<file path="config.mk">
export PLATFORM = sky130hd
export DESIGN_NAME = tpu_ctrl_flat
export DESIGN_NICKNAME = d
export VERILOG_FILES = /design/src/rtl/tpu_ctrl_if.sv /design/src/rtl/tpu_ctrl.sv /design/src/flat_wrapper.sv
export SDC_FILE = /design/constraint.sdc
export NUM_CORES = 1
export LEC_CHECK = 0
export CAP_MARGIN = 20
export CORE_MARGIN = 2
export CORE_UTILIZATION = 40
export CTS_CLUSTER_DIAMETER = 40
export DETAILED_ROUTE_END_ITERATION = 10
export PLACE_DENSITY = 0.87
export SYNTH_ARGS = -nofsm -noshare
export SYNTH_HDL_FRONTEND = slang
export SYNTH_SLANG_ARGS = --single-unit
</file>
<file path="constraint.sdc">
create_clock -name clk -period 7 [get_ports clk]
set_input_delay 1.05 -clock clk [delete_from_list [all_inputs] [get_ports clk]]
set_output_delay 1.05 -clock clk [all_outputs]
set_load 0.05 [all_outputs]
</file>
<file path="src/rtl/tpu_ctrl_if.sv">
// Job descriptor, global-buffer and TPU-core signals of the matrix-job sequencer.
// master is the controller's view; slave is the buffers/TPU/host view.
interface tpu_ctrl_if #(
   parameter int unsigned DATA_W = 32,
   parameter int unsigned ADDR_W = 5,
   parameter int unsigned DIM_W  = 6
);
   logic              in_valid;
   logic [DIM_W-1:0]  m;
   logic [DIM_W-1:0]  n;
   logic [DIM_W-1:0]  k;
   logic [ADDR_W-1:0] base_a;
   logic [ADDR_W-1:0] base_b;
   logic [ADDR_W-1:0] base_o;
   logic              busy;
   logic              out_valid;
   logic              err;
   logic [ADDR_W-1:0] gbuf_a_idx;
   logic [ADDR_W-1:0] gbuf_b_idx;
   logic [DATA_W-1:0] gbuf_a_rdata;
   logic [DATA_W-1:0] gbuf_b_rdata;
   logic              tpu_in_valid;
   logic              tpu_in_ready;
   logic [DATA_W-1:0] tpu_a;
   logic [DATA_W-1:0] tpu_b;
   logic [DIM_W-1:0]  tpu_n;
   logic              tpu_out_valid;
   logic [DATA_W-1:0] tpu_out;
   logic              tpu_out_ready;
   logic              gbuf_o_wr_en;
   logic [ADDR_W-1:0] gbuf_o_idx;
   logic [DATA_W-1:0] gbuf_o_wdata;

   modport master (
      input  in_valid, m, n, k, base_a, base_b, base_o,
      input  gbuf_a_rdata, gbuf_b_rdata, tpu_in_ready, tpu_out_valid, tpu_out,
      output busy, out_valid, err, gbuf_a_idx, gbuf_b_idx,
      output tpu_in_valid, tpu_a, tpu_b, tpu_n, tpu_out_ready,
      output gbuf_o_wr_en, gbuf_o_idx, gbuf_o_wdata
   );

   modport slave (
      output in_valid, m, n, k, base_a, base_b, base_o,
      output gbuf_a_rdata, gbuf_b_rdata, tpu_in_ready, tpu_out_valid, tpu_out,
      input  busy, out_valid, err, gbuf_a_idx, gbuf_b_idx,
      input  tpu_in_valid, tpu_a, tpu_b, tpu_n, tpu_out_ready,
      input  gbuf_o_wr_en, gbuf_o_idx, gbuf_o_wdata
   );
endinterface

</file>
<file path="src/rtl/tpu_ctrl.sv">
// Matrix-job sequencer: streams K operand pairs from the A/B buffers into the TPU,
// then drains M results into the output buffer and signals completion.
module tpu_ctrl #(
   parameter int unsigned DATA_W = 32,
   parameter int unsigned ADDR_W = 5,
   parameter int unsigned DIM_W  = 6
) (
   input logic        clk,
   input logic        rst,
   tpu_ctrl_if.master bus
);
   // rc must be able to reach k even when k exceeds the buffer depth
   localparam int unsigned RC_W = (ADDR_W + 1 > DIM_W) ? ADDR_W + 1 : DIM_W;

   typedef enum logic [1:0] {S_IDLE, S_FEED, S_DRAIN, S_DONE} state_t;

   state_t            state, state_next;
   logic [DIM_W-1:0]  m_q, n_q, k_q, m_d, n_d, k_d;
   logic [ADDR_W-1:0] base_a_q, base_b_q, base_o_q, base_a_d, base_b_d, base_o_d;
   logic              err_q, err_d;
   logic [RC_W-1:0]   rc, rc_d, rd_sel;
   logic [DIM_W-1:0]  fc, fc_d, wc, wc_d;
   logic              pend, pend_d;
   logic              issue, xfer;

   // State register
   always_ff @(posedge clk) begin
      if (rst) state <= S_IDLE;
      else     state <= state_next;
   end

   // Descriptor and counter registers
   always_ff @(posedge clk) begin
      if (rst) begin
         m_q      <= '0;
         n_q      <= '0;
         k_q      <= '0;
         base_a_q <= '0;
         base_b_q <= '0;
         base_o_q <= '0;
         err_q    <= 1'b0;
         rc       <= '0;
         fc       <= '0;
         wc       <= '0;
         pend     <= 1'b0;
      end else begin
         m_q      <= m_d;
         n_q      <= n_d;
         k_q      <= k_d;
         base_a_q <= base_a_d;
         base_b_q <= base_b_d;
         base_o_q <= base_o_d;
         err_q    <= err_d;
         rc       <= rc_d;
         fc       <= fc_d;
         wc       <= wc_d;
         pend     <= pend_d;
      end
   end

   // Next-state and output decode
   always_comb begin
      state_next = state;
      m_d        = m_q;
      n_d        = n_q;
      k_d        = k_q;
      base_a_d   = base_a_q;
      base_b_d   = base_b_q;
      base_o_d   = base_o_q;
      err_d      = err_q;
      rc_d       = rc;
      fc_d       = fc;
      wc_d       = wc;
      pend_d     = pend;
      issue      = 1'b0;
      xfer       = 1'b0;
      rd_sel     = rc;

      bus.busy          = (state != S_IDLE);
      bus.out_valid     = 1'b0;
      bus.err           = 1'b0;
      bus.gbuf_a_idx    = ADDR_W'(0);
      bus.gbuf_b_idx    = ADDR_W'(0);
      bus.tpu_in_valid  = 1'b0;
      bus.tpu_a         = DATA_W'(0);
      bus.tpu_b         = DATA_W'(0);
      bus.tpu_n         = n_q;
      bus.tpu_out_ready = 1'b0;
      bus.gbuf_o_wr_en  = 1'b0;
      bus.gbuf_o_idx    = ADDR_W'(0);
      bus.gbuf_o_wdata  = DATA_W'(0);

      unique case (state)
         S_IDLE: begin
            if (bus.in_valid) begin
               m_d      = bus.m;
               n_d      = bus.n;
               k_d      = bus.k;
               base_a_d = bus.base_a;
               base_b_d = bus.base_b;
               base_o_d = bus.base_o;
               rc_d     = '0;
               fc_d     = '0;
               wc_d     = '0;
               pend_d   = 1'b0;
               if ((bus.m == DIM_W'(0)) || (bus.k == DIM_W'(0))) begin
                  err_d      = 1'b1;
                  state_next = S_DONE;
               end else begin
                  err_d      = 1'b0;
                  state_next = S_FEED;
               end
            end
         end

         S_FEED: begin
            xfer  = pend && bus.tpu_in_ready;
            issue = (rc < RC_W'(k_q)) && (!pend || xfer);
            // While stalled, keep presenting the index of the pending word
            rd_sel = issue ? rc : (rc - RC_W'(1));
            bus.gbuf_a_idx   = base_a_q + ADDR_W'(rd_sel);
            bus.gbuf_b_idx   = base_b_q + ADDR_W'(rd_sel);
            bus.tpu_in_valid = pend;
            if (pend) begin
               bus.tpu_a = bus.gbuf_a_rdata;
               bus.tpu_b = bus.gbuf_b_rdata;
            end
            if (issue) rc_d = rc + RC_W'(1);
            pend_d = issue || (pend && !xfer);
            if (xfer) begin
               fc_d = fc + DIM_W'(1);
               if (fc == (k_q - DIM_W'(1))) state_next = S_DRAIN;
            end
         end

         S_DRAIN: begin
            bus.tpu_out_ready = 1'b1;
            if (bus.tpu_out_valid && !rst) begin
               bus.gbuf_o_wr_en = 1'b1;
               bus.gbuf_o_idx   = base_o_q + ADDR_W'(wc);
               bus.gbuf_o_wdata = bus.tpu_out;
               wc_d             = wc + DIM_W'(1);
               if (wc == (m_q - DIM_W'(1))) state_next = S_DONE;
            end
         end

         S_DONE: begin
            bus.out_valid = 1'b1;
            bus.err       = err_q;
            state_next    = S_IDLE;
         end

         default: state_next = S_IDLE;
      endcase
   end
endmodule

</file>
<file path="src/flat_wrapper.sv">
// flat-port wrapper written by rule: the top's interface ports become plain ports
module tpu_ctrl_flat 
#(
   parameter int unsigned DATA_W = 32,
   parameter int unsigned ADDR_W = 5,
   parameter int unsigned DIM_W  = 6
)
  (clk, rst, bus_in_valid, bus_m, bus_n, bus_k, bus_base_a, bus_base_b, bus_base_o, bus_gbuf_a_rdata, bus_gbuf_b_rdata, bus_tpu_in_ready, bus_tpu_out_valid, bus_tpu_out, bus_busy, bus_out_valid, bus_err, bus_gbuf_a_idx, bus_gbuf_b_idx, bus_tpu_in_valid, bus_tpu_a, bus_tpu_b, bus_tpu_n, bus_tpu_out_ready, bus_gbuf_o_wr_en, bus_gbuf_o_idx, bus_gbuf_o_wdata);
  tpu_ctrl_if #(.DATA_W(DATA_W), .ADDR_W(ADDR_W), .DIM_W(DIM_W)) bus_i ();
  input logic clk;
  input logic rst;
  input wire logic [$bits(bus_i.in_valid)-1:0] bus_in_valid;
  input wire logic [$bits(bus_i.m)-1:0] bus_m;
  input wire logic [$bits(bus_i.n)-1:0] bus_n;
  input wire logic [$bits(bus_i.k)-1:0] bus_k;
  input wire logic [$bits(bus_i.base_a)-1:0] bus_base_a;
  input wire logic [$bits(bus_i.base_b)-1:0] bus_base_b;
  input wire logic [$bits(bus_i.base_o)-1:0] bus_base_o;
  input wire logic [$bits(bus_i.gbuf_a_rdata)-1:0] bus_gbuf_a_rdata;
  input wire logic [$bits(bus_i.gbuf_b_rdata)-1:0] bus_gbuf_b_rdata;
  input wire logic [$bits(bus_i.tpu_in_ready)-1:0] bus_tpu_in_ready;
  input wire logic [$bits(bus_i.tpu_out_valid)-1:0] bus_tpu_out_valid;
  input wire logic [$bits(bus_i.tpu_out)-1:0] bus_tpu_out;
  output wire logic [$bits(bus_i.busy)-1:0] bus_busy;
  output wire logic [$bits(bus_i.out_valid)-1:0] bus_out_valid;
  output wire logic [$bits(bus_i.err)-1:0] bus_err;
  output wire logic [$bits(bus_i.gbuf_a_idx)-1:0] bus_gbuf_a_idx;
  output wire logic [$bits(bus_i.gbuf_b_idx)-1:0] bus_gbuf_b_idx;
  output wire logic [$bits(bus_i.tpu_in_valid)-1:0] bus_tpu_in_valid;
  output wire logic [$bits(bus_i.tpu_a)-1:0] bus_tpu_a;
  output wire logic [$bits(bus_i.tpu_b)-1:0] bus_tpu_b;
  output wire logic [$bits(bus_i.tpu_n)-1:0] bus_tpu_n;
  output wire logic [$bits(bus_i.tpu_out_ready)-1:0] bus_tpu_out_ready;
  output wire logic [$bits(bus_i.gbuf_o_wr_en)-1:0] bus_gbuf_o_wr_en;
  output wire logic [$bits(bus_i.gbuf_o_idx)-1:0] bus_gbuf_o_idx;
  output wire logic [$bits(bus_i.gbuf_o_wdata)-1:0] bus_gbuf_o_wdata;
  assign bus_i.in_valid = bus_in_valid;
  assign bus_i.m = bus_m;
  assign bus_i.n = bus_n;
  assign bus_i.k = bus_k;
  assign bus_i.base_a = bus_base_a;
  assign bus_i.base_b = bus_base_b;
  assign bus_i.base_o = bus_base_o;
  assign bus_i.gbuf_a_rdata = bus_gbuf_a_rdata;
  assign bus_i.gbuf_b_rdata = bus_gbuf_b_rdata;
  assign bus_i.tpu_in_ready = bus_tpu_in_ready;
  assign bus_i.tpu_out_valid = bus_tpu_out_valid;
  assign bus_i.tpu_out = bus_tpu_out;
  assign bus_busy = bus_i.busy;
  assign bus_out_valid = bus_i.out_valid;
  assign bus_err = bus_i.err;
  assign bus_gbuf_a_idx = bus_i.gbuf_a_idx;
  assign bus_gbuf_b_idx = bus_i.gbuf_b_idx;
  assign bus_tpu_in_valid = bus_i.tpu_in_valid;
  assign bus_tpu_a = bus_i.tpu_a;
  assign bus_tpu_b = bus_i.tpu_b;
  assign bus_tpu_n = bus_i.tpu_n;
  assign bus_tpu_out_ready = bus_i.tpu_out_ready;
  assign bus_gbuf_o_wr_en = bus_i.gbuf_o_wr_en;
  assign bus_gbuf_o_idx = bus_i.gbuf_o_idx;
  assign bus_gbuf_o_wdata = bus_i.gbuf_o_wdata;
  tpu_ctrl #(.DATA_W(DATA_W), .ADDR_W(ADDR_W), .DIM_W(DIM_W)) u_core (.clk(clk), .rst(rst), .bus(bus_i));
endmodule
</file>
# Yosys cells after proc, flatten, opt, wreduce, memory -nomap -nowiden
# Cells that the tools add are included.
word_totals:
  register_bits: 55
  wordCells: 89
op_classes:
  n_addsub: 9
  magnitude_cmp: 1
  n_eq_ne: 11
  n_mux: 34
  reduce_logical: 22
ops:
  columns: ["operator", "n"]
  rows:
  - ["32-bit two-way mux", 6]
  - ["6-bit one-hot mux with 2 select lines", 3]
  - ["5-bit two-way mux", 5]
  - ["6-bit two-way mux", 4]
  - ["6-bit by 1-bit adder with 6-bit output (second input constant)", 3]
  - ["5-bit adder", 3]
  - ["6-bit equality test", 2]
  - ["6-bit logical NOT", 2]
  - ["2-bit two-way mux", 6]
  - ["6-bit by 1-bit subtractor with 6-bit output (second input constant)", 2]
  - ["2-bit by 1-bit inequality test with 1-bit output (second input constant)", 5]
  - ["3-bit AND reduction", 3]
  - ["1-bit two-way mux", 8]
  - ["2-bit one-hot mux with 4 select lines", 1]
  - ["6-bit < comparator", 1]
  - ["2-bit nonzero test", 3]
  - ["5-bit AND reduction", 1]
  - ["5-bit by 1-bit subtractor with 5-bit output (second input constant)", 1]
  - ["2-bit equality test (second input constant)", 2]
  - ["1-bit logical AND", 4]
  - ["2-bit AND reduction", 2]
  - ["1-bit logical NOT", 3]
  - ["1-bit logical OR", 3]
  - ["2-bit by 1-bit equality test with 1-bit output (second input constant)", 1]
  - ["3 further kinds", 3]

# Logic depth before layout (Yosys ltp)
# Gate-level depths: netlist of the first run.
logic_depth:
  ltp_word: 6
  depth_mapped: 15
  depth_no_buf: 15

# Worst setup path before layout of the first run
# Ideal clock, no wire load.
synth_timing:
  kind: "in2out"
  start: "input bus_tpu_in_ready"
  end: "output bus_gbuf_b_idx[4]"
  arrival_time_ps: 3833
  t_required_ps: 5950
  setup_slack_ps: 2117
  path_stages: 13
  path_cell_list: "inv_1 a221oi_1 nand2_1 nor2_1 xnor2_1 ha_1 fa_1 a21o_1 a21oi_1 xor2_1 xnor2_1 xnor2_1 and2_1"
synth_via:
  elab_chain_len: 6
synth_rtl:
  columns: ["element", "line", "text"]
  rows:
  - ["from (decl)", "flat_wrapper.sv:21", "input wire logic [$bits(bus_i.tpu_in_ready)-1:0] bus_tpu_in_ready;"]
  - ["1-bit logical AND", "tpu_ctrl.sv:117", "xfer = pend && bus.tpu_in_ready;"]
  - ["1-bit logical OR", "tpu_ctrl.sv:118", "issue = (rc < RC_W'(k_q)) && (!pend || xfer);"]
  - ["1-bit logical AND", "tpu_ctrl.sv:118", null]
  - ["5-bit two-way mux", "tpu_ctrl.sv:120", "rd_sel = issue ? rc : (rc - RC_W'(1));"]
  - ["5-bit adder", "tpu_ctrl.sv:122", "bus.gbuf_b_idx = base_b_q + ADDR_W'(rd_sel);"]
  - ["5-bit two-way mux", "tpu_ctrl.sv:93", "unique case (state)"]
  - ["to (decl)", "flat_wrapper.sv:28", "output wire logic [$bits(bus_i.gbuf_b_idx)-1:0] bus_gbuf_b_idx;"]
# Every way passes these cells.

# Worst setup path after layout of the first run
layout_timing:
  start: "input bus_tpu_in_ready"
  end: "output bus_gbuf_a_idx[4]"
layout_via:
  elab_chain_len: 6
layout_rtl:
  columns: ["element", "line", "text"]
  rows:
  - ["1-bit logical AND", "tpu_ctrl.sv:117", null]
  - ["1-bit logical OR", "tpu_ctrl.sv:118", null]
  - ["1-bit logical AND", "tpu_ctrl.sv:118", null]
  - ["5-bit two-way mux", "tpu_ctrl.sv:120", null]
  - ["5-bit adder", "tpu_ctrl.sv:121", "bus.gbuf_a_idx = base_a_q + ADDR_W'(rd_sel);"]
  - ["5-bit two-way mux", "tpu_ctrl.sv:93", null]
  - ["to (decl)", "flat_wrapper.sv:27", "output wire logic [$bits(bus_i.gbuf_a_idx)-1:0] bus_gbuf_a_idx;"]
# Every way passes these cells.

==> summary by stage, run 1 <==
Run status
The run finished with clean final reports.

Timing
For the pin with the worst max-slew slack, the measured transition is around 0.76 ns. The final critical path takes up between 90% and 100% of the cycle. Setup repair after global routing left no endpoint under its margin.

The final total negative setup slack is 0 ns. The worst-case headroom to the max-slew limit is between 40% and 50%. The time the worst path needs with I/O delays and setup is roughly 6.3 ns. The count of endpoints failing setup in the final report is 0. The maximum frequency from static timing analysis is around 160 MHz. The final-report hold violation count was 0.

The number of max-slew violations in the final report came to 0. The clock arrives with ~0.0094 ns of skew.

Setup path
The capture instance of the worst register-to-register path is u_core.fc[5]. The number of cells on the worst reg-to-reg path is 9. The critical path's slowest cell is clkdlybuf4s50_1. The worst path arrival time is 5.27 ns. Along the worst path, the maximum fanout reaches 6.

Broken down by cell family, the worst path's largest delay share belongs to buffers and inverters. The launch instance of the worst register-to-register path is u_core.state[1]. The critical path goes through clkdlybuf4s50_1 -> inv_1 -> a221oi_1 -> nand2_1 -> nor2_1 -> xnor2_1 -> ha_1 -> fa_1 -> a21o_1 -> a21oi_1 -> xor2_1 -> xnor2_1 -> xnor2_1 -> and2_1 -> clkdlybuf4s50_1. The required time of the critical path is around 6.0 ns. The worst setup path is launched from a primary input. The kind of capture point of the worst setup path is an output pin. The reg2reg setup slack is about 4.3 ns. Counting stages on the worst path, the most repeated cell is xnor2_1.

The type of the worst setup path is primary input to output pin. The critical path contains buffers and inverters numbering 3 combined. The delay of the slowest cell on the worst path is between 0.8 and 0.9 ns.

Global route
Entering global routing, the biggest net connects between 80 and 90 pins. The number of antenna violations at the first check in global routing is 0. The all-layer global routing usage is a little over a quarter. The first global-routing pass estimated 24050 um of wire. The via count of the first global-routing pass is 4520. After global routing the overflow that remains totals 0.

Finish
The filler cells instantiated in the layout total 808. The sequential cell area is approximately 0.0011 mm^2. The share of final-layout standard cells stronger than drive strength 1 is approximately 3.0%. The area growth from synthesis to layout is 67.25%. After routing the design area is 0.006787 mm^2. In the final layout, the multi-input gates occupy 0.002749 mm^2. Leaving out filler cells and counting taps, the final layout contains 899.

The final layout contains 931 nets. The most common cell after layout, fill and taps aside is clkdlybuf4s50_1. In the layout the commonest cells are 256 x clkdlybuf4s50_1, 83 x nand2_1, 65 x and3_1. The number of antenna diodes is 0.

Detailed routing
The final routed wire length divided by cell count is 17.26 um. The via density per instance is just over 5. The first detailed-routing pass ran for 4 iterations. For this block, the initial DRC count from the detailed router was 305.

The number of vias in the routed layout is ~4600. The DRC violation count after routing is 0. The routed wire length is around 16000 um. In this run the remaining antenna-violating nets after routing total 0.

Power
The static power due to leakage is about 2.8 nW. IR analysis of the VDD net gives a maximum drop of 179.0 uV. The power density relative to cell area is between 200 and 300 mW/mm^2.

Job
Max-cap violations in this run came to 0.

Synth
The synthesized design contains 0 enable-type register cells. The number of synthesis warnings is 0. The most used flip-flop cell after synthesis is dfxtp_1.

The cell count after synthesis came out at 531. The cell area that synthesis handed to floorplanning was 0.004058 mm^2. Counting flops and latches in the post-synthesis netlist gives 55. The number of nets produced by synthesis is 696.

The share of synthesized area in the top cell type comes to a little over a quarter. For this run, asynchronously set or reset flops after synthesis account for 0%. Averaged over all synthesized cells, the footprint is 7.642 um^2.

dfxtp_1 takes more of the synthesized area than any other cell. Ranked by total cell area, the synthesized netlist is headed by dfxtp_1 27%, and3_1 10%, ha_1 8.6%, nand2_1 7.7%, and2_1 7.4%. Yosys mapped the design onto 51 distinct sky130hd cell types. The share of the Yosys chip area taken by registers is between 20% and 30%.

Placement
Once placement finished, the instance area stood at between 0.006 and 0.007 mm^2. The number of buffers inserted by port buffering is approximately 260. Detailed placement finished with a half-perimeter wire length of 12350 um. The placer's final routability congestion estimate is around 0.95. The cell count after placement is between 800 and 900.

CTS
The count of cells resized by post-cts repair is 0. The setup fix buffers added after clock tree synthesis is 0. The quantity of hold-fixing buffers added after cts is 0. The number of clock buffers added by TritonCTS is 5. The total number of H-tree levels is 2. The latest clock arrival within the worst-skew pair is around 0.3 ns.

The total number of clock tree sinks is 55. The CTS clock-pin slew for the worst setup and hold paths is 0.09 ns. The clock tree buffer depth is 2. The CTS tree is built. CTS placed an instance of clkbuf_8 at the clock tree root.

Worst hold path
The kind of path behind the tightest hold check is flip-flop to flip-flop. The worst hold path cell count is 2. The path with the worst hold slack has its endpoint at u_core.bus.tpu_n[3]. The worst hold path begins at u_core.bus.tpu_n[3].

Die
The standard-cell row count is 36. The area of the die is ~0.011 mm^2. During I/O placement, the number of pins put on the boundary was between 200 and 300. The initial core utilization is between 40% and 50%. The total area inside the core boundary comes to 0.009819 mm^2. The width of the chip is about 100 um. The die height is between 100 and 150 um.
power breakdown:
| part | internal (W) | total, W | switching [W] |
|---|---|---|---|
| clock | 0.000105 | 0.000205 | 0.000100 |
| combinational | 0.000413 | 0.00109 | 0.000677 |
| sequential | 0.000361 | 0.000409 | 0.0000482 |
| total | 0.000879 | 0.00170 | 0.000825 |
Yosys cell counts (2+ instances only):
master / n
nand2_1: 83
and3_1: 65
dfxtp_1: 55
a21oi_1: 52
and2_1: 48
clkbuf_1: 30
ha_1: 28
nor2_1: 28
xnor2_1: 23
inv_1: 17
xor2_1: 17
a21o_1: 9
nand3_1: 7
nand2b_1: 6
o211ai_1: 5
and4_1: 4
o21ai_0: 4
fa_1: 3
mux2i_1: 3
nor3_1: 3
a211o_1: 2
a221oi_1: 2
a31oi_1: 2
nand3b_1: 2
nand4_1: 2
nor3b_1: 2
nor4_1: 2
o2111ai_1: 2
o21ai_1: 2
o21bai_1: 2
kinds of logic (layout without fill, tap and decap cells):
| family | Yosys count | after routing | synth area share (%) |
|---|---|---|---|
| AOI/OAI and AO/OA | 93 | 93 | 14.31 |
| xor gates and xnor gates | 40 | 40 | 8.634 |
| adders and majority gates | 31 | 31 | 10.11 |
| buffers and inverters | 50 | 285 | 5.180 |
| DFF | 55 | 55 | 27.14 |
| muxes | 4 | 4 | 1.018 |
| and+or+nand+nor | 258 | 258 | 33.61 |
routing by layer:
metal / share of wire, % / wire, um / vias up / global-route usage [%]
met1: 42 / 6522 / 2133 / 33.97
met2: 48 / 7520 / 148 / 46.78
li1: - / - / 2269 / -
met5: 0 / 0 / - / 0
met4: 3.3 / 513 / 0 / 9.714
met3: 6.2 / 957 / 20 / 5.053
how the worst max path moves through the flow:
stage | endpoint | slack (ns) | depth (start not counted) | start
5_1_grt | bus_gbuf_a_idx[4] | 0.47 | 15 | bus_tpu_in_ready
3_5_place_dp | bus_gbuf_a_idx[4] | 0.72 | 15 | bus_tpu_in_ready
6_report | bus_gbuf_a_idx[4] | 0.68 | 15 | bus_tpu_in_ready
4_1_cts | bus_gbuf_a_idx[4] | 0.72 | 15 | bus_tpu_in_ready
3_3_place_gp | bus_gbuf_b_idx[4] | 0.89 | 15 | bus_tpu_in_ready
2_1_floorplan | bus_gbuf_b_idx[4] | 2.12 | 13 | bus_tpu_in_ready
sequential cells by signal, summed over array words and instances, names as in the netlist:
signal / count
u_core.fc: 6
u_core.wc: 6
u_core.m_q: 6
u_core.bus.tpu_n: 6
u_core.pend: 1
u_core.base_o_q: 5
u_core.err_q: 1
u_core.state: 2
u_core.base_b_q: 5
u_core.k_q: 6
u_core.base_a_q: 5
u_core.rc: 6
worst min-delay path: stages, from the launching register on:
cell and delay, ns:
dfxtp_1 0.32, nand2_1 0.05, a21oi_1 0.05
through the flow:
| step | utilization [%] | power [W] | hold slack [ns] | worst slack (ns) |
|---|---|---|---|---|
| floorplan | - | 0.001159 | 0.4400 | 2.117 |
| global placement | 68.03 | 0.001468 | 0.4424 | 0.8915 |
| detailed placement | 68.03 | 0.001499 | 0.4481 | 0.7151 |
| CTS | 69.11 | 0.001707 | 0.4621 | 0.7176 |
| finish | 69.11 | 0.001704 | 0.4581 | 0.6778 |
| global route | 69.11 | 0.001818 | 0.4935 | 0.4675 |
area by class of cell:
class	instances	share of cell area, %
Sequential cell	55	16.22
Clock buffer	5	1.014
Multi-Input combinational cell	426	40.51
Inverter	17	0.9403
Clock inverter	2	0.5531
Timing Repair Buffer	261	38.31
Tap cell	133	2.452
(Power assumes the default switching activity.)
==> inputs of run 2 (changes only) <==
--- a/config.mk
+++ b/config.mk
@@ -7,10 +7,11 @@
 export LEC_CHECK = 0
 export CAP_MARGIN = 20
 export CORE_MARGIN = 2
-export CORE_UTILIZATION = 40
+export CORE_UTILIZATION = 37
 export CTS_CLUSTER_DIAMETER = 40
 export DETAILED_ROUTE_END_ITERATION = 10
-export PLACE_DENSITY = 0.87
+export PLACE_DENSITY = 0.81
 export SYNTH_ARGS = -nofsm -noshare
 export SYNTH_HDL_FRONTEND = slang
 export SYNTH_SLANG_ARGS = --single-unit
+export TNS_END_PERCENT = 20
==> constraint.sdc (replaced) <==
create_clock -name clk -period 6 [get_ports clk]
set_input_delay 0.9 -clock clk [delete_from_list [all_inputs] [get_ports clk]]
set_output_delay 0.9 -clock clk [all_outputs]
set_load 0.05 [all_outputs]
==> summary by stage, run 2 (synthesis gave the netlist of run 1 again) <==
Timing
The count of endpoints failing setup in the final report is 0 (unchanged). Static timing analysis puts the maximum clock frequency at between 150 and 200 MHz. The slack of the critical path is 0.5162 ns (was 0.6778 ns). Dividing the final minimum period by the clock period gives 91.40%. The worst-case headroom to the max-slew limit was 51.74% (was 49.13%).

The final-report hold violation count was 0 (unchanged). Unrepaired setup endpoints after global routing: no (unchanged). The transition time at the pin with the least slew margin was 0.7232 ns (was 0.7623 ns). The final total negative setup slack is 0 ns (unchanged). For the finished layout, the period the worst path requires is 5.484 ns. The clock skew is 0.008401 ns (was 0.009425 ns). The number of max-slew violations in the final report was 0 (unchanged).

Global route
The all-layer global routing usage came to 21.08% (was 27.20%). The maximum number of pins on one net before global-route repair is 68 (was 88). The fraction of met1 tracks used by global routing is 24.30% (was 33.97%).

The remaining global-route overflow is 0 (unchanged). The most crowded layer after global routing is met2 (unchanged). The number of antenna violations at the first check in global routing is 0 (unchanged).

The met3 routing resource usage after global routing came to 5.798% (was 5.053%). The met2 layer usage reported by global route was 37.77% (was 46.78%). The wire length of the first global-routing pass is 20190 um (was 24050 um). The via count of the first global-routing pass is 4188 (was 4520).

CTS
The setup fix buffers added after clock tree synthesis is 0 (unchanged). The number of buffers inserted during clock tree synthesis was 5 (unchanged). The CTS tree is built (unchanged). The CTS clock-pin slew for the worst setup and hold paths is 0.10 ns (was 0.09 ns). The count of cells resized by post-cts repair is 0 (unchanged). The root buffer cell is clkbuf_8 (unchanged). The total number of clock tree sinks was 55 (unchanged). The clock tree buffer depth is 2 (unchanged). The latest clock arrival within the worst-skew pair is 0.30 ns (about the same). The total number of H-tree levels is 2 (unchanged). The quantity of hold-fixing buffers added after cts is 0 (unchanged).

Detailed routing
The number of vias in the routed layout is 4531 (was 4570). The routed wire length is 13340 um (was 15510 um). The DRC violation count after routing was 0 (unchanged).

The count of nets left with antenna violations after detail routing came to 0 (unchanged). The number of detailed-routing iterations run before antenna repair was 4 (unchanged). The via density per instance is 4.996 (was 5.083).

The iteration-0 DRC count of the detailed router came to 356 (was 305). The final routed wire length divided by cell count is 14.71 um (was 17.26 um).

Setup path
The delay of the slowest cell on the worst path is 0.79 ns (was 0.81 ns). The top fanout value on the critical path came to 6 (unchanged). The required time of the critical path is 5.10 ns (was 5.95 ns). The cell family with the largest share of critical-path delay was compound AO/OA/AOI/OAI gates (was buffers and inverters).

Cell-by-cell trace of the critical path: clkdlybuf4s50_1 -> inv_1 -> a221oi_1 -> o21ai_1 -> a21oi_1 -> ha_1 -> a21o_1 -> a21oi_1 -> xnor2_1 -> and2_1 -> clkdlybuf4s50_1 (was clkdlybuf4s50_1 -> inv_1 -> a221oi_1 -> nand2_1 -> nor2_1 -> xnor2_1 -> ha_1 -> fa_1 -> a21o_1 -> a21oi_1 -> xor2_1 -> xnor2_1 -> xnor2_1 -> and2_1 -> clkdlybuf4s50_1). The startpoint of the most critical setup path is bus_tpu_in_ready (unchanged). The kind of capture point of the worst setup path is an output pin (unchanged). The type of the worst setup path was primary input to output pin (unchanged). The number of buffer and inverter stages on the critical path is 3 (unchanged).

The worst path arrival time is 4.58 ns (was 5.27 ns). The launch instance of the worst register-to-register path is u_core.state[1] (unchanged). The critical path's slowest cell is clkdlybuf4s50_1 (unchanged). The critical path launch point type is a primary input (unchanged).

Die
The initial core utilization came to 37.60% (was 41.32%). The area of the die is 0.01182 mm^2 (was 0.01097 mm^2). The width of the chip is 108.7 um (was 104.7 um). The standard-cell row count is 38 (was 36).

The core area is 0.01079 mm^2 (was 0.009819 mm^2). The die height is 108.7 um (was 104.7 um). The top-level port count was 257 (unchanged).

Finish
The share of final-layout standard cells stronger than drive strength 1 came to 3.390% (was 3.003%). Most frequent cells in the layout: 254 x clkdlybuf4s50_1, 83 x nand2_1, 65 x and3_1 (was 256 x clkdlybuf4s50_1, 83 x nand2_1, 65 x and3_1). The most common cell after layout, fill and taps aside is clkdlybuf4s50_1 (unchanged).

The non-filler instance count after layout is 907 (was 899). The net total in the final layout is 931 (unchanged). The area growth from synthesis to final layout is 67.62% (was 67.25%).

The number of inserted filler cells in the final layout is 928 (was 808). The number of antenna diodes came to 0 (unchanged). The sequential cell area is 0.001101 mm^2 (unchanged).

The multi-input combinational cell area is 0.002749 mm^2 (unchanged).

Job
The number of violations of the max-capacitance limit was 0 (unchanged).

Placement
The number of buffers inserted by port buffering is 256 (unchanged). The placer's final routability congestion estimate is 0.9450 (was 0.9470). The pre-CTS setup slack is 0.5465 ns (was 0.7151 ns).

The total half-perimeter wirelength after legalization and detailed placement was 10760 um (was 12350 um). The cell count after placement is 899 (was 892).

Run status
Outcome: completed (unchanged).

Worst hold path
The kind of path behind the tightest hold check is flip-flop to flip-flop (unchanged). The startpoint of the worst hold path is u_core.bus.tpu_n[0] (was u_core.bus.tpu_n[3]).

Power
The power density relative to cell area is 291.6 mW/mm^2 (was 251.1 mW/mm^2). The total power consumption of the routed design is 0.001984 W (was 0.001704 W). The maximum vdd ir drop is 197.9 uV (was 179.0 uV).

The static power due to leakage is 2.863 nW (was 2.848 nW).
run 2: cell types whose count changed in the layout (fill, tap and decap cells not counted), sizes merged:
cell           change
buf                +2
clkinvlp           -1
clkbuf             +1
clkinv             +1
clkdlybuf4s50      -2
run 2: metrics by stage:
stage          util (%)  hold WS [ns]  instance area (um^2)
2_1_floorplan         -        0.4400                  4058
3_3_place_gp      61.93        0.4419                  6684
3_5_place_dp      61.93        0.4495                  6684
4_1_cts           63.02        0.4605                  6802
5_1_grt           63.02        0.4850                  6802
6_report          63.02        0.4582                  6802
run 2: layer usage:
metal | routed length (um) | vias up | part of all wire [%]
met5 | 0 | - | 0
met4 | 278 | 0 | 2.1
met3 | 1048 | 22 | 7.9
met2 | 6720 | 166 | 50
met1 | 5294 | 2066 | 40
li1 | - | 2277 | -
run 2: area by class of cell:
| cell class | count | share of cell area [%] |
|---|---|---|
| Clock inverter | 2 | 0.5151 |
| Clock buffer | 6 | 1.214 |
| Tap cell | 140 | 2.575 |
| Multi-Input combinational cell | 426 | 40.42 |
| Timing Repair Buffer | 261 | 38.15 |
| Sequential cell | 55 | 16.19 |
| Inverter | 17 | 0.9382 |
run 2: path summary, 6_finish.rpt:
check / to / slack [ns] / cells after the start
max: bus_gbuf_b_idx[3] / 0.52 / 11
min: u_core.bus.tpu_n[0] / 0.46 / 2
max reg2reg: u_core.fc[5] / 3.51 / 8
min reg2reg: u_core.bus.tpu_n[0] / 0.46 / 2
run 2: tightest hold or removal path: cells and delay by family (launching register included):
family,cells,cell delay (ns)
AOI/OAI and AO/OA,1,0.05
and+or+nand+nor,1,0.05
DFF,1,0.32
run 2: report_power, final:
group,internal [W],switching (W)
sequential,0.000421,0.0000549
clock,0.000135,0.000115
combinational,0.000481,0.000776
==> inputs of run 3 (changes only) <==
--- a/config.mk
+++ b/config.mk
@@ -5,12 +5,12 @@
 export SDC_FILE = /design/constraint.sdc
 export NUM_CORES = 1
 export LEC_CHECK = 0
-export CAP_MARGIN = 20
-export CORE_MARGIN = 2
+export CAP_MARGIN = 10
 export CORE_UTILIZATION = 37
 export CTS_CLUSTER_DIAMETER = 40
 export DETAILED_ROUTE_END_ITERATION = 10
 export PLACE_DENSITY = 0.81
+export REMOVE_ABC_BUFFERS = 1
 export SYNTH_ARGS = -nofsm -noshare
 export SYNTH_HDL_FRONTEND = slang
 export SYNTH_SLANG_ARGS = --single-unit
==> summary by stage, run 3 (synthesis gave the netlist of run 1 again) <==
Run status
Outcome: completed (unchanged).

Setup path
The critical path's slowest cell is clkdlybuf4s50_1 (unchanged). The required time of the critical path is 5.10 ns (about the same). The delay of the slowest cell on the worst path is 0.79 ns (about the same). The top fanout value on the critical path is 6 (unchanged). Cell-by-cell trace of the critical path: clkdlybuf4s50_1 -> inv_1 -> a221oi_1 -> o21ai_1 -> a21oi_1 -> ha_1 -> a21o_1 -> a21oi_1 -> xnor2_1 -> and2_1 -> clkdlybuf4s50_1 (unchanged). The kind of capture point of the worst setup path is an output pin (unchanged).

The worst path arrival time is 4.53 ns (was 4.58 ns). The reg2reg setup slack came to 3.60 ns (was 3.51 ns). The type of the worst setup path is primary input to output pin (unchanged). The critical path launch point type is a primary input (unchanged).

Timing
The clock skew was 0.01185 ns (was 0.008401 ns). The final worst-path cycle share came to 90.51% (was 91.40%). The time the worst path needs with I/O delays and setup is 5.431 ns (was 5.484 ns). The count of endpoints failing setup in the final report is 0 (unchanged). Unrepaired setup endpoints after global routing: no (unchanged). The transition time at the pin with the least slew margin is 0.7584 ns (was 0.7232 ns). The maximum frequency from static timing analysis came to 184.1 MHz (was 182.4 MHz). The worst hold margin is 0.4638 ns (was 0.4582 ns). The worst-case headroom to the max-slew limit came to 49.39% (was 51.74%).

The final-report hold violation count is 0 (unchanged). The number of max-slew violations in the final report is 0 (unchanged). The final total negative setup slack is 0 ns (unchanged).

Global route
The all-layer global routing usage is 23.25% (was 21.08%). The maximum number of pins on one net before global-route repair came to 68 (unchanged). The remaining global-route overflow is 0 (unchanged). The number of antenna violations at the first check in global routing is 0 (unchanged). The wire length of the first global-routing pass came to 21620 um (was 20190 um).

The via count of the first global-routing pass is 4287 (was 4188).

Die
The initial core utilization is 38.78% (was 37.60%). The top-level port count was 257 (unchanged). The die height was 106.7 um (was 108.7 um). The area of the die was 0.01139 mm^2 (was 0.01182 mm^2).

The width of the chip is 106.7 um (was 108.7 um). The standard-cell row count is 37 (was 38). The core area was 0.01046 mm^2 (was 0.01079 mm^2).

CTS
The setup fix buffers added after clock tree synthesis is 0 (unchanged). The count of cells resized by post-cts repair is 0 (unchanged). The total number of H-tree levels is 2 (unchanged). The CTS clock-pin slew for the worst setup and hold paths is 0.10 ns (about the same). The CTS tree was built (unchanged). The root buffer cell is clkbuf_8 (unchanged). The number of buffers inserted during clock tree synthesis is 5 (unchanged). The latest clock arrival within the worst-skew pair is 0.31 ns (was 0.30 ns). The total number of clock tree sinks is 55 (unchanged).

The quantity of hold-fixing buffers added after cts was 0 (unchanged). The clock tree buffer depth was 2 (unchanged).

Placement
The placer's final routability congestion estimate was 0.8594 (was 0.9450). The number of buffers inserted by port buffering came to 256 (unchanged). The cell count after placement is 895 (was 899).

The total half-perimeter wirelength after legalization and detailed placement is 10600 um (was 10760 um).

Finish
The most common cell after layout, fill and taps aside is clkdlybuf4s50_1 (unchanged). The non-filler instance count after layout was 903 (was 907). The share of final-layout standard cells stronger than drive strength 1 was 3.390% (unchanged).

The number of antenna diodes came to 0 (unchanged). The area growth from synthesis to final layout is 67.50% (was 67.62%). Most frequent cells in the layout: 254 x clkdlybuf4s50_1, 83 x nand2_1, 65 x and3_1 (unchanged). The net total in the final layout is 931 (unchanged). The number of inserted filler cells in the final layout was 887 (was 928).

Detailed routing
The number of detailed-routing iterations run before antenna repair is 4 (unchanged). The number of vias in the routed layout is 4426 (was 4531). The via density per instance is 4.901 (was 4.996). The routed wire length is 13420 um (was 13340 um).

The count of nets left with antenna violations after detail routing is 0 (unchanged). The final routed wire length divided by cell count is 14.86 um (was 14.71 um). The iteration-0 DRC count of the detailed router is 224 (was 356). The DRC violation count after routing is 0 (unchanged).

Job
The number of violations of the max-capacitance limit is 0 (unchanged).

Power
The maximum vdd ir drop is 306.9 uV (was 197.9 uV). The power density relative to cell area is 290.6 mW/mm^2 (was 291.6 mW/mm^2). The static power due to leakage is 2.863 nW (unchanged).

Worst hold path
The kind of path behind the tightest hold check is flip-flop to flip-flop (unchanged).
## run 3: final cells by class
| type | instances | area (um^2) | share of cell area [%] |
|---|---|---|---|
| inverters | 17 | 63.81 | 0.9389 |
| flip-flops and latches | 55 | 1101 | 16.20 |
| clock buffers | 6 | 82.58 | 1.215 |
| clock inverters | 2 | 35.03 | 0.5155 |
| multi-input cells | 426 | 2749 | 40.45 |
| well taps | 136 | 170.2 | 2.504 |
| repair buffers | 261 | 2595 | 38.18 |
## run 3: worst max-delay path, delay by kind of cell
family | cells | cell delay [ns]
buffers and inverters | 3 | 1.34
xor gates and xnor gates | 1 | 0.14
AOI/OAI and AO/OA | 5 | 1.68
and+or+nand+nor | 1 | 0.14
adders and majority gates | 1 | 0.33
## run 3: final timing paths
kind         cells past startpoint                   to                start
max                             11    bus_gbuf_a_idx[3]     bus_tpu_in_ready
min                              2  u_core.bus.tpu_n[2]  u_core.bus.tpu_n[2]
min reg2reg                      2  u_core.bus.tpu_n[2]  u_core.bus.tpu_n[2]
max reg2reg                      9         u_core.fc[5]      u_core.state[0]
## run 3: stage by stage
step / setup WS, ns / total power (W) / util, % / cell area, um^2
global route: 0.2722 / 0.002133 / 64.96 / 6797
detailed placement: 0.5659 / 0.001728 / 63.84 / 6679
global placement: 0.6488 / 0.001688 / 63.84 / 6679
finish: 0.5692 / 0.001975 / 64.96 / 6797
floorplan: 1.418 / 0.001318 / - / 3911
CTS: 0.5532 / 0.001985 / 64.96 / 6797
## run 3: metal layers
metal | GRT usage [%] | vias up | part of all wire (%)
met4 | 2.544 | 0 | 0.63
met2 | 40.32 | 119 | 49
met1 | 30.82 | 2017 | 44
li1 | - | 2280 | -
met5 | 0 | - | 0
met3 | 4.255 | 10 | 6.1
## run 3: where the power goes
part           switching [W]  internal [W]
registers          0.0000540      0.000421
logic               0.000764      0.000480
clock network       0.000121      0.000135
